$ cat src/rtl/mole_pkg.sv
// Shared types and geometry helpers for the mole field.
//   mole_state_e : per-hole lifecycle state (IDLE, RISE, UP, FALL, HIT)
//   hole_x0/y0   : top-left pixel of a hole from its index and grid geometry
package mole_pkg;

  typedef enum logic [2:0] {
    IDLE = 3'd0,
    RISE = 3'd1,
    UP   = 3'd2,
    FALL = 3'd3,
    HIT  = 3'd4
  } mole_state_e;

  function automatic int hole_x0(input int idx, input int cols, input int origin, input int pitch);
    return origin + (idx % cols) * pitch;
  endfunction

  function automatic int hole_y0(input int idx, input int cols, input int origin, input int pitch);
    return origin + (idx / cols) * pitch;
  endfunction

endpackage

$ cat src/rtl/mole_hole_fsm.sv
// Lifecycle of a single hole: rise, stay up, fall, or show the hit animation.
// Ports:
//   Clk, RESET      : clock, synchronous active-high reset
//   frame_tick      : advances timers and height
//   spawn_grant     : start rising (only honoured while IDLE)
//   hit_grant       : enter HIT; overrides any same-cycle timer step or expiry
//   state           : current lifecycle state
//   height          : rise height, 0 = hidden, RISE_FRAMES = fully up
//   hittable        : UP, or RISE at least half way up
module mole_hole_fsm
  import mole_pkg::*;
#(
  parameter int RISE_FRAMES = 16,
  parameter int UP_FRAMES   = 60,
  parameter int HIT_FRAMES  = 20
) (
  input  logic        Clk,
  input  logic        RESET,
  input  logic        frame_tick,
  input  logic        spawn_grant,
  input  logic        hit_grant,
  output mole_state_e state,
  output logic [4:0]  height,
  output logic        hittable
);

  localparam int TIMER_MAX = (UP_FRAMES > HIT_FRAMES) ? UP_FRAMES : HIT_FRAMES;
  localparam int TIMER_W   = $clog2(TIMER_MAX + 1);

  localparam logic [4:0]         RISE_TOP = 5'(RISE_FRAMES);
  localparam logic [4:0]         HALF_UP  = 5'(RISE_FRAMES / 2);
  localparam logic [TIMER_W-1:0] UP_LOAD  = TIMER_W'(UP_FRAMES);
  localparam logic [TIMER_W-1:0] HIT_LOAD = TIMER_W'(HIT_FRAMES);
  localparam logic [TIMER_W-1:0] T_ONE    = TIMER_W'(1);

  mole_state_e          state_reg, state_next;
  logic [4:0]           height_reg, height_next;
  logic [TIMER_W-1:0]   timer_reg, timer_next;

  always_ff @(posedge Clk) begin
    if (RESET) begin
      state_reg  <= IDLE;
      height_reg <= '0;
      timer_reg  <= '0;
    end else begin
      state_reg  <= state_next;
      height_reg <= height_next;
      timer_reg  <= timer_next;
    end
  end

  always_comb begin
    state_next  = state_reg;
    height_next = height_reg;
    timer_next  = timer_reg;
    if (hit_grant) begin
      // Height stays frozen so the sprite shows the hit at the height it was struck.
      state_next = HIT;
      timer_next = HIT_LOAD;
    end else begin
      case (state_reg)
        IDLE: begin
          if (spawn_grant) begin
            state_next  = RISE;
            height_next = '0;
            timer_next  = '0;
          end
        end
        RISE: begin
          if (frame_tick) begin
            height_next = height_reg + 5'd1;
            if (height_reg == RISE_TOP - 5'd1) begin
              state_next = UP;
              timer_next = UP_LOAD;
            end
          end
        end
        UP: begin
          // Leaving on the tick that would reach zero gives exactly UP_FRAMES ticks in UP.
          if (frame_tick) begin
            if (timer_reg <= T_ONE) begin
              state_next = FALL;
              timer_next = '0;
            end else begin
              timer_next = timer_reg - T_ONE;
            end
          end
        end
        FALL: begin
          if (frame_tick) begin
            if (height_reg <= 5'd1) begin
              state_next  = IDLE;
              height_next = '0;
            end else begin
              height_next = height_reg - 5'd1;
            end
          end
        end
        HIT: begin
          if (frame_tick) begin
            if (timer_reg <= T_ONE) begin
              state_next  = IDLE;
              height_next = '0;
              timer_next  = '0;
            end else begin
              timer_next = timer_reg - T_ONE;
            end
          end
        end
        default: begin
          state_next  = IDLE;
          height_next = '0;
          timer_next  = '0;
        end
      endcase
    end
  end

  assign state    = state_reg;
  assign height   = height_reg;
  assign hittable = (state_reg == UP) || ((state_reg == RISE) && (height_reg >= HALF_UP));

endmodule

$ cat src/rtl/mole_field_scheduler.sv
// Whack-a-mole field: N hole lifecycles, LFSR-driven spawn scheduler with a
// concurrency cap and spawn gap, click hit-testing and a saturating score.
// Ports:
//   Clk, RESET            : clock, synchronous active-high reset
//   frame_tick            : one pulse per video frame; all timers step on it
//   round_start           : clears score and spawn gap (holes keep running)
//   round_active          : enables spawns and click scoring
//   rand_in               : free-running LFSR, low nibble picks the spawn hole
//   mouseX, mouseY, click : cursor position and left-button level
//   hole_state/height     : per-hole state and rise height for sprite drawing
//   hit_pulse/miss_pulse  : one-cycle click outcome, the cycle after the edge
//   hit_idx               : last hole hit
//   score                 : saturating hit count
//   active_count          : number of holes not IDLE
module mole_field_scheduler
  import mole_pkg::*;
#(
  parameter int N_HOLES     = 9,
  parameter int GRID_COLS   = 3,
  parameter int ORIGIN_X    = 70,
  parameter int ORIGIN_Y    = 55,
  parameter int PITCH_X     = 200,
  parameter int PITCH_Y     = 150,
  parameter int HOLE_W      = 100,
  parameter int HOLE_H      = 80,
  parameter int MAX_ACTIVE  = 2,
  parameter int RISE_FRAMES = 16,
  parameter int UP_FRAMES   = 60,
  parameter int HIT_FRAMES  = 20,
  parameter int SPAWN_GAP   = 30,
  parameter int SCORE_W     = 8
) (
  input  logic                      Clk,
  input  logic                      RESET,
  input  logic                      frame_tick,
  input  logic                      round_start,
  input  logic                      round_active,
  input  logic [15:0]               rand_in,
  input  logic [9:0]                mouseX,
  input  logic [9:0]                mouseY,
  input  logic                      click,
  output logic [N_HOLES-1:0][2:0]   hole_state,
  output logic [N_HOLES-1:0][4:0]   hole_height,
  output logic                      hit_pulse,
  output logic                      miss_pulse,
  output logic [3:0]                hit_idx,
  output logic [SCORE_W-1:0]        score,
  output logic [4:0]                active_count
);

  // +2 keeps the width non-zero even when SPAWN_GAP is 0.
  localparam int               GAP_W    = $clog2(SPAWN_GAP + 2);
  localparam logic [GAP_W-1:0] GAP_LOAD = GAP_W'(SPAWN_GAP);

  logic [GAP_W-1:0]   gap_reg;
  logic               click_q_reg;
  logic               hit_pulse_reg;
  logic               miss_pulse_reg;
  logic [3:0]         hit_idx_reg;
  logic [SCORE_W-1:0] score_reg;

  mole_state_e        state_w [N_HOLES];
  logic [N_HOLES-1:0] hittable_w;
  logic [N_HOLES-1:0] in_box_w;
  logic [N_HOLES-1:0] spawn_grant_w;
  logic [N_HOLES-1:0] hit_grant_w;

  logic [15:0] idle_vec;
  logic [4:0]  active_cnt;
  logic [3:0]  cand;
  logic        cand_ok;
  logic        spawn_fire;
  logic        click_edge;
  logic        click_valid;
  logic        hit_found;
  logic [3:0]  hit_sel;
  logic        unused_rand;

  assign unused_rand = ^rand_in[15:4];

  for (genvar gi = 0; gi < N_HOLES; gi++) begin : g_hole
    localparam int         X0   = hole_x0(gi, GRID_COLS, ORIGIN_X, PITCH_X);
    localparam int         Y0   = hole_y0(gi, GRID_COLS, ORIGIN_Y, PITCH_Y);
    localparam logic [15:0] X_LO = 16'(X0);
    localparam logic [15:0] X_HI = 16'(X0 + HOLE_W);
    localparam logic [15:0] Y_LO = 16'(Y0);
    localparam logic [15:0] Y_HI = 16'(Y0 + HOLE_H);

    assign in_box_w[gi] = ({6'd0, mouseX} >= X_LO) && ({6'd0, mouseX} < X_HI) &&
                          ({6'd0, mouseY} >= Y_LO) && ({6'd0, mouseY} < Y_HI);

    assign spawn_grant_w[gi] = spawn_fire && (cand == 4'(gi));
    assign hit_grant_w[gi]   = click_valid && hit_found && (hit_sel == 4'(gi));

    mole_hole_fsm #(
      .RISE_FRAMES (RISE_FRAMES),
      .UP_FRAMES   (UP_FRAMES),
      .HIT_FRAMES  (HIT_FRAMES)
    ) u_fsm (
      .Clk         (Clk),
      .RESET       (RESET),
      .frame_tick  (frame_tick),
      .spawn_grant (spawn_grant_w[gi]),
      .hit_grant   (hit_grant_w[gi]),
      .state       (state_w[gi]),
      .height      (hole_height[gi]),
      .hittable    (hittable_w[gi])
    );

    assign hole_state[gi] = state_w[gi];
  end

  // Holes beyond N_HOLES read as not idle so an out-of-range candidate never spawns.
  always_comb begin
    idle_vec   = '0;
    active_cnt = '0;
    for (int i = 0; i < N_HOLES; i++) begin
      idle_vec[i] = (state_w[i] == IDLE);
      if (state_w[i] != IDLE) active_cnt = active_cnt + 5'd1;
    end
  end

  assign cand       = rand_in[3:0];
  assign cand_ok    = idle_vec[cand] && ({1'b0, cand} < 5'(N_HOLES));
  assign spawn_fire = frame_tick && (gap_reg == '0) && round_active &&
                      (active_cnt < 5'(MAX_ACTIVE)) && cand_ok;

  // Scanning downward leaves the lowest-index candidate as the winner.
  always_comb begin
    hit_found = 1'b0;
    hit_sel   = '0;
    for (int i = N_HOLES - 1; i >= 0; i--) begin
      if (hittable_w[i] && in_box_w[i]) begin
        hit_found = 1'b1;
        hit_sel   = 4'(i);
      end
    end
  end

  assign click_edge  = click && !click_q_reg;
  assign click_valid = click_edge && round_active;

  always_ff @(posedge Clk) begin
    if (RESET) begin
      gap_reg        <= '0;
      click_q_reg    <= 1'b0;
      hit_pulse_reg  <= 1'b0;
      miss_pulse_reg <= 1'b0;
      hit_idx_reg    <= '0;
      score_reg      <= '0;
    end else begin
      click_q_reg    <= click;
      hit_pulse_reg  <= click_valid && hit_found;
      miss_pulse_reg <= click_valid && !hit_found;
      if (click_valid && hit_found) hit_idx_reg <= hit_sel;

      if (round_start)
        score_reg <= '0;
      else if (click_valid && hit_found && (score_reg != '1))
        score_reg <= score_reg + SCORE_W'(1);

      // A grant in the same cycle as round_start still loads the gap so spawns stay spaced.
      if (spawn_fire)
        gap_reg <= GAP_LOAD;
      else if (round_start)
        gap_reg <= '0;
      else if (frame_tick && (gap_reg != '0))
        gap_reg <= gap_reg - GAP_W'(1);
    end
  end

  assign hit_pulse    = hit_pulse_reg;
  assign miss_pulse   = miss_pulse_reg;
  assign hit_idx      = hit_idx_reg;
  assign score        = score_reg;
  assign active_count = active_cnt;

endmodule

$ cat config.mk
export PLATFORM = sky130hd
export DESIGN_NAME = mole_field_scheduler
export DESIGN_NICKNAME = d
export VERILOG_FILES = /design/src/rtl/mole_pkg.sv /design/src/rtl/mole_hole_fsm.sv /design/src/rtl/mole_field_scheduler.sv
export SDC_FILE = /design/constraint.sdc
export NUM_CORES = 1
export LEC_CHECK = 0
export CAP_MARGIN = 10
export CORE_MARGIN = 5
export CORE_UTILIZATION = 50
export CTS_CLUSTER_SIZE = 25
export DETAILED_ROUTE_END_ITERATION = 8
export PLACE_DENSITY = 0.72
export SETUP_SLACK_MARGIN = 0.05
export SLEW_MARGIN = 15
export SYNTH_ARGS = -nofsm -noshare
export SYNTH_HDL_FRONTEND = slang
export SYNTH_SLANG_ARGS = --single-unit
$ cat constraint.sdc
create_clock -name Clk -period 17.78 [get_ports Clk]
set_input_delay 3.556 -clock Clk [delete_from_list [all_inputs] [get_ports Clk]]
set_output_delay 3.556 -clock Clk [all_outputs]
set_load 0.03 [all_outputs]
==> out/results.tsv, run 1 <==
stage	metric	value	unit
drt	num_vias	12550	
clocking	clk_path_buf_depth	2	
outcome	status	finished, final reports clean	
power_and_ir_drop	switching_power	0.2448	mW
drt	wl	35.26	mm
drt	avgViaCountPerCell	6.129	
final_layout	largest_reg_flops	54	
hold_path	hp-class	flop to flop	
power_and_ir_drop	leakagePower	5.039	nW
yosys	synth_edf_count	0	
sta	finalSetupViolCount	0	
yosys	synth_common_cells	nor2_1, nand2_1, dfxtp_1	
placement	port-buffer-count	119	
power_and_ir_drop	combinationalPowerShare	13.7	%
power_and_ir_drop	pwr_density_cell	60.45	mW/mm^2
setup_path	cp_top_family	simple AND/OR/NAND/NOR gates	
die	io_pins	133	
final_layout	final_util	59.20	%
sta	post-route-min-period	10950	ps
setup_path	setup.worst_path.start	g_hole[1].u_fsm.state[1]	
yosys	yosysTopAreaCell	dfxtp_1	
yosys	synth_area_leaders	dfxtp_1, ha_1, nor2_1	
sta	clock.fmax	91.32	MHz
power_and_ir_drop	clkPwrFrac	46.1	%
grt	grt_pass1_vias	11140	
yosys	synth_most_common_cell	nor2_1	
yosys	syn_area_per_cell	7.282	sq um
placement	place_congestion	0.9280	
power_and_ir_drop	p_sw_share	28.97	%
flow_run	drv_cap	0	
sta	rsz0062_at_grt	no	
clocking	cts_made_buffers	17	
sta	setup_tns	0	ps
sta	clock_skew	18.78	ps
setup_path	cp.arrival	7390	ps
drt	drt_iter0_drc	1408	
clocking	root_buffer	clkbuf_16	
die	die_area	0.02731	sq mm
setup_path	path_buf_inv	2	
grt	track_usage	25.30	%
yosys	synthCells	1655	
setup_path	cp_slowest_stage_delay	710	ps
clocking	ctsResizeCount	0	
setup_path	crit_type	flop to output port	
final_layout	drive_gt1_share	5.440	%
sta	slew_headroom	20.85	%
yosys	yosys_most_used_dff	dfxtp_1	
yosys	synth_top_area_share	24.25	%
die	start_util	51.04	%
setup_path	reg2reg_from	g_hole[1].u_fsm.state[1]	
power_and_ir_drop	pwr-share-seq	40.2	%
die	die_y	165.3	um
drt	postRouteAntennaNets	0	
drt	detail_route.wl_per_cell	17.23	um
sta	slew_viol_final	0	
sta	finalHoldViolCount	0	
grt	grt-ovfl-total	0	
clocking	insertion_delay	450	ps
setup_path	crit_path_start_kind	flop	
clocking	hold_buffers	0	
grt	antenna_found_initial	0	
clocking	post_cts_buffers	0	
placement	dp_hpwl	25.02	mm
hold_path	min_from	g_hole[0].u_fsm.timer_reg[3]	
sta	worstMarginPinSlew	1172	ps
setup_path	slowest_stage	clkdlybuf4s50_1	
yosys	synth_seq_area_share	24.25	%
clocking	path_clk_slew	70	ps
yosys	syn-num-nets	1767	
yosys	syn_area	0.01205	sq mm
yosys	synthDistinctLibCells	88	
final_layout	num_antenna_cells	0	
sta	fin_crit_sh	61.59	%
setup_path	cp.depth	25	
grt	grt_max_degree	70	
setup_path	worstPathMaxFanout	15	
clocking	cts_tree	yes	
clocking	clkSinkCount	146	
clocking	htreeDepth	4	
final_layout	nets	1827	
drt	firstDrtPassIters	6	
grt	grt_pass1_wl	56.81	mm
die	rows	56	
die	die_width	165.3	um
yosys	yosys_warnings	0	
power_and_ir_drop	vdd_drop_max	0.00005619	V
final_layout	synthToLayoutAreaGrowth	16.00	%
setup_path	reg2reg_depth	29	
setup_path	crit_path_end_kind	output port	
yosys	synth_seq_cells	146	
power_and_ir_drop	total_power	0.8451	mW
die	core-area	0.02361	sq mm
setup_path	cp.required	14220	ps
drt	drc	0	
yosys	async_flop_share	0	%
power_and_ir_drop	p_int	0.6002	mW
hold_path	min_path_cells	2	
-- through the flow --
stage,hold WS [ps],instance area (sq um),std cells,setup WS (ps)
finish,469.9,13980,2047,6830
floorplan,436.4,12050,1655,8562
detailed placement,466.6,13360,2015,7403
global placement,449.8,13360,2015,7530
global route,508.5,13980,2047,6327
CTS,474.8,13980,2047,6864
-- cells in the final DEF (no fill, tap or decap), drive strengths merged, types with 10 or more instances in the layout --
cell           synthesis  layout
o31ai                 19      19
o22ai                 22      22
clkbuf                73      17
o211ai                16      16
o21a                  15      15
nand4                 13      13
ha                    70      70
or3                   27      27
nor4                  18      18
nor2b                 15      15
o221ai                13      13
or4                   11      11
xnor2                 40      40
nor3                  63      63
nand2                147     147
a21oi                143     143
nand3                 47      47
inv                   83      89
nand2b                30      30
o21ai                134     134
xor2                  14      14
and3                  20      20
dfxtp                146     146
a31oi                 17      17
a211oi                33      33
a22oi                 11      11
buf                   13      10
mux2i                 28      28
clkdlybuf4s50          0     117
or2                   10      10
nor2                 207     207
-- final cells by class --
class | count | area (sq um)
Multi-Input combinational cell | 1338 | 8474
Fill cell | 2139 | 9633
Tap cell | 319 | 399.1
Clock inverter | 15 | 197.7
Inverter | 85 | 319.1
Sequential cell | 146 | 2923
Timing Repair Buffer | 127 | 1241
Clock buffer | 17 | 425.4
-- worst min-delay path, stage by stage, from the launching register on --
cell and delay (ps):
dfxtp_1 320, nand2_1 50, o21ai_0 60
-- power groups by stage --
stage,Clock (mW),Combinational [mW],Sequential [mW]
finish,0.390,0.116,0.340
global route,0.409,0.126,0.340
floorplan,0,0.0770,0.347
global placement,0,0.112,0.347
CTS,0.393,0.115,0.339
detailed placement,0,0.114,0.347
-- path summary, 6_finish.rpt --
| kind | slack, ps | to |
|---|---|---|
| setup reg to reg | 9710 | g_hole[6].u_fsm.state[0] |
| setup / recovery | 6830 | active_count[4] |
| hold / removal | 470 | g_hole[0].u_fsm.timer_reg[3] |
| hold reg to reg | 470 | g_hole[0].u_fsm.timer_reg[3] |
-- routing by layer --
metal	vias up	wire, um	global-route usage [%]
met5	-	0	0
met4	0	659	7.146
met3	49	2542	3.872
met2	491	16300	40.14
met1	5821	15760	35.69
li1	6186	-	-
-- kinds of logic after synthesis --
| family | count (synthesis) | synth area share [%] |
|---|---|---|
| buffers and inverters | 171 | 5.471 |
| and+or+nand+nor | 647 | 26.00 |
| adders and majority gates | 71 | 7.351 |
| muxes | 32 | 2.886 |
| DFF | 146 | 24.25 |
| AOI/OAI and AO/OA | 529 | 29.11 |
| xor gates and xnor gates | 59 | 4.932 |
(Power assumes the default switching activity.)
==> run 2, diff against run 1 <==
Settings changed: PLACE_DENSITY 0.72 to 0.75.
Clock period 17.78 ns to 10 ns, I/O delays scaled along.
==> run 2 against run 1 <==
Clock-buffer cell count did not move. First-iteration DRC count fell by 5.2%. Setup slack lost 6200 ps. Sequential share of layout area barely moved. Flip-flop and latch count did not move. Die area is the same. Total power is 74% higher. Design area about the same. Cell count about the same.
==> out/results.tsv, run 2 (same netlist as run 1, synthesis figures left out) <==
stage	metric	value	unit	change
outcome	status	finished, final reports clean		unchanged
sta	rsz0062_at_grt	no		unchanged
sta	timing.final.ws_setup	672.4	ps	was 6830 ps
final_layout	nets	1829		was 1827
final_layout	final_common_cell	nor2_1		unchanged
die	die_area	0.02731	sq mm	unchanged
sta	post-route-min-period	9328	ps	
sta	finalSetupViolCount	0		unchanged
clocking	insertion_delay	440	ps	was 450 ps
die	io_pins	133		unchanged
grt	grt_max_degree	57		was 70
grt	grt-ovfl-total	0		unchanged
sta	finalHoldViolCount	0		unchanged
sta	slew_viol_final	0		unchanged
clocking	hold_buffers	0		unchanged
die	die_y	165.3	um	unchanged
sta	timing.hold.ws	470.9	ps	was 469.9 ps
setup_path	reg2reg_from	g_hole[1].u_fsm.state[1]		unchanged
grt	grt_pass1_vias	11670		was 11.14k
power_and_ir_drop	vdd_drop_max	0.00009156	V	was 0.00005619 V
power_and_ir_drop	leakagePower	5.037	nW	was 5.039 nW
setup_path	reg2reg_depth	28		was 29
final_layout	largest_reg_flops	54		unchanged
hold_path	hp-class	flop to flop		unchanged
die	rows	56		unchanged
setup_path	crit_type	flop to output port		unchanged
drt	avgViaCountPerCell	6.223		was 6.129
drt	drc	0		unchanged
hold_path	min_path_cells	2		unchanged
setup_path	cp.required	8000	ps	was 14220 ps
power_and_ir_drop	pwr_density_cell	105.5	mW/mm^2	was 60.45 mW/mm^2
die	start_util	51.04	%	unchanged
setup_path	worstPathMaxFanout	15		unchanged
setup_path	crit_path_end_kind	output port		unchanged
setup_path	ff2ff_setup_slack	2010	ps	was 9710 ps
clocking	cts_tree	yes		unchanged
sta	slew_headroom	28.65	%	was 20.85%
placement	port-buffer-count	119		unchanged
final_layout	final_util	59.17	%	was 59.20%
drt	wl	34.91	mm	was 35.26 mm
drt	num_vias	12750		was 12.55k
grt	grt_pass1_wl	57.04	mm	was 56.81 mm
placement	dp_hpwl	24.74	mm	was 25.02 mm
sta	clock_skew	10.45	ps	was 18.78 ps
clocking	post_cts_buffers	0		unchanged
final_layout	num_antenna_cells	0		unchanged
final_layout	drive_gt1_share	5.549	%	was 5.440%
grt	grt_most_used_layer	met2		unchanged
drt	drt_iter0_drc	1335		was 1408
clocking	cts_made_buffers	17		unchanged
final_layout	synthToLayoutAreaGrowth	15.93	%	was 16.00%
clocking	path_clk_slew	70	ps	about the same
clocking	root_buffer	clkbuf_16		unchanged
drt	postRouteAntennaNets	0		unchanged
setup_path	crit-reg2reg-capture	g_hole[2].u_fsm.timer_reg[4]		was g_hole[6].u_fsm.state[0]
final_layout	layout_common_cells	nor2_1, nand2_1, dfxtp_1, a21oi_1, o21ai_0		unchanged
drt	detail_route.wl_per_cell	17.04	um	was 17.23 um
clocking	clk_path_buf_depth	2		unchanged
drt	firstDrtPassIters	6		unchanged
die	die_width	165.3	um	unchanged
placement	place_congestion	0.9307		was 0.9280
hold_path	worstHoldEndpoint	g_hole[7].u_fsm.timer_reg[1]		was g_hole[0].u_fsm.timer_reg[3]
hold_path	min_from	g_hole[7].u_fsm.timer_reg[1]		was g_hole[0].u_fsm.timer_reg[3]
grt	grt_use_met1	34.31	%	was 35.69%
die	core-area	0.02361	sq mm	unchanged
placement	pre_cts_ws	1261	ps	was 7403 ps
sta	fin_crit_sh	93.28	%	
sta	worstMarginPinSlew	1057	ps	was 1172 ps
sta	setup_tns	0	ps	unchanged
sta	clock.fmax	107.2	MHz	
setup_path	crit_path_start_kind	flop		unchanged
grt	antenna_found_initial	0		unchanged
grt	track_usage	25.13	%	was 25.30%
flow_run	drv_cap	0		unchanged
clocking	htreeDepth	4		unchanged
clocking	ctsResizeCount	0		unchanged
grt	globalRouteMet2Util	40.29	%	was 40.14%
clocking	clkSinkCount	146		unchanged
grt	grt_use_met3	3.822	%	was 3.872%
setup_path	cp.arrival	7330	ps	was 7390 ps
run 2: worst max-delay path, stage by stage (launching register included):
cell and delay (ps):
dfxtp_1 460, nor3_2 550, clkinv_1 410, ha_1 500, or4_1 450, and2_1 230, ha_1 320, nor2_1 60
a21oi_1 300, xnor2_1 150, nand2_1 80, o21ai_0 90, ha_1 330, a221oi_1 570, xor2_1 190, o21ai_0 110
ha_1 290, nand2_1 40, nand2_1 80, o21a_1 170, ha_1 220, nand2_1 80, nor2_1 210, nand2_1 100
xnor2_1 190, clkdlybuf4s50_1 710
run 2: metal layers:
| metal | vias to the layer above | wire (um) |
|---|---|---|
| met2 | 522 | 15970 |
| met5 | - | 0 |
| met4 | 0 | 932 |
| met3 | 71 | 2566 |
| li1 | 6201 | - |
| met1 | 5956 | 15450 |
run 2: power by group:
group / switching (mW) / internal [mW] / total (mW)
logic: 0.127 / 0.0766 / 0.204
registers: 0.0141 / 0.590 / 0.604
clock network: 0.291 / 0.375 / 0.665
total: 0.432 / 1.04 / 1.47
run 2: worst max path at each step:
stage | cells past startpoint | from | endpoint | slack [ps]
floorplan | 25 | g_hole[0].u_fsm.state[2] | active_count[4] | 2340
global placement | 25 | g_hole[1].u_fsm.state[1] | active_count[4] | 1420
detailed placement | 25 | g_hole[1].u_fsm.state[1] | active_count[4] | 1260
CTS | 25 | g_hole[1].u_fsm.state[1] | active_count[4] | 740
global route | 25 | g_hole[1].u_fsm.state[1] | active_count[4] | 240
finish | 25 | g_hole[1].u_fsm.state[1] | active_count[4] | 670
run 2: layout make-up:
class	count	area [sq um]
clock buffers	17	425.4
repair buffers	129	1256
well taps	319	399.1
clock inverters	15	173.9
inverters	85	319.1
multi-input cells	1338	8474
flip-flops and latches	146	2923
fillers	2198	9642
run 2: through the flow:
step           total power, mW  area (sq um)  instances
2_1_floorplan           0.7542         12050       1655
3_3_place_gp            0.8127         13370       2017
3_5_place_dp            0.8167         13370       2017
4_1_cts                  1.477         13970       2049
5_1_grt                  1.529         13970       2049
6_report                 1.473         13970       2049
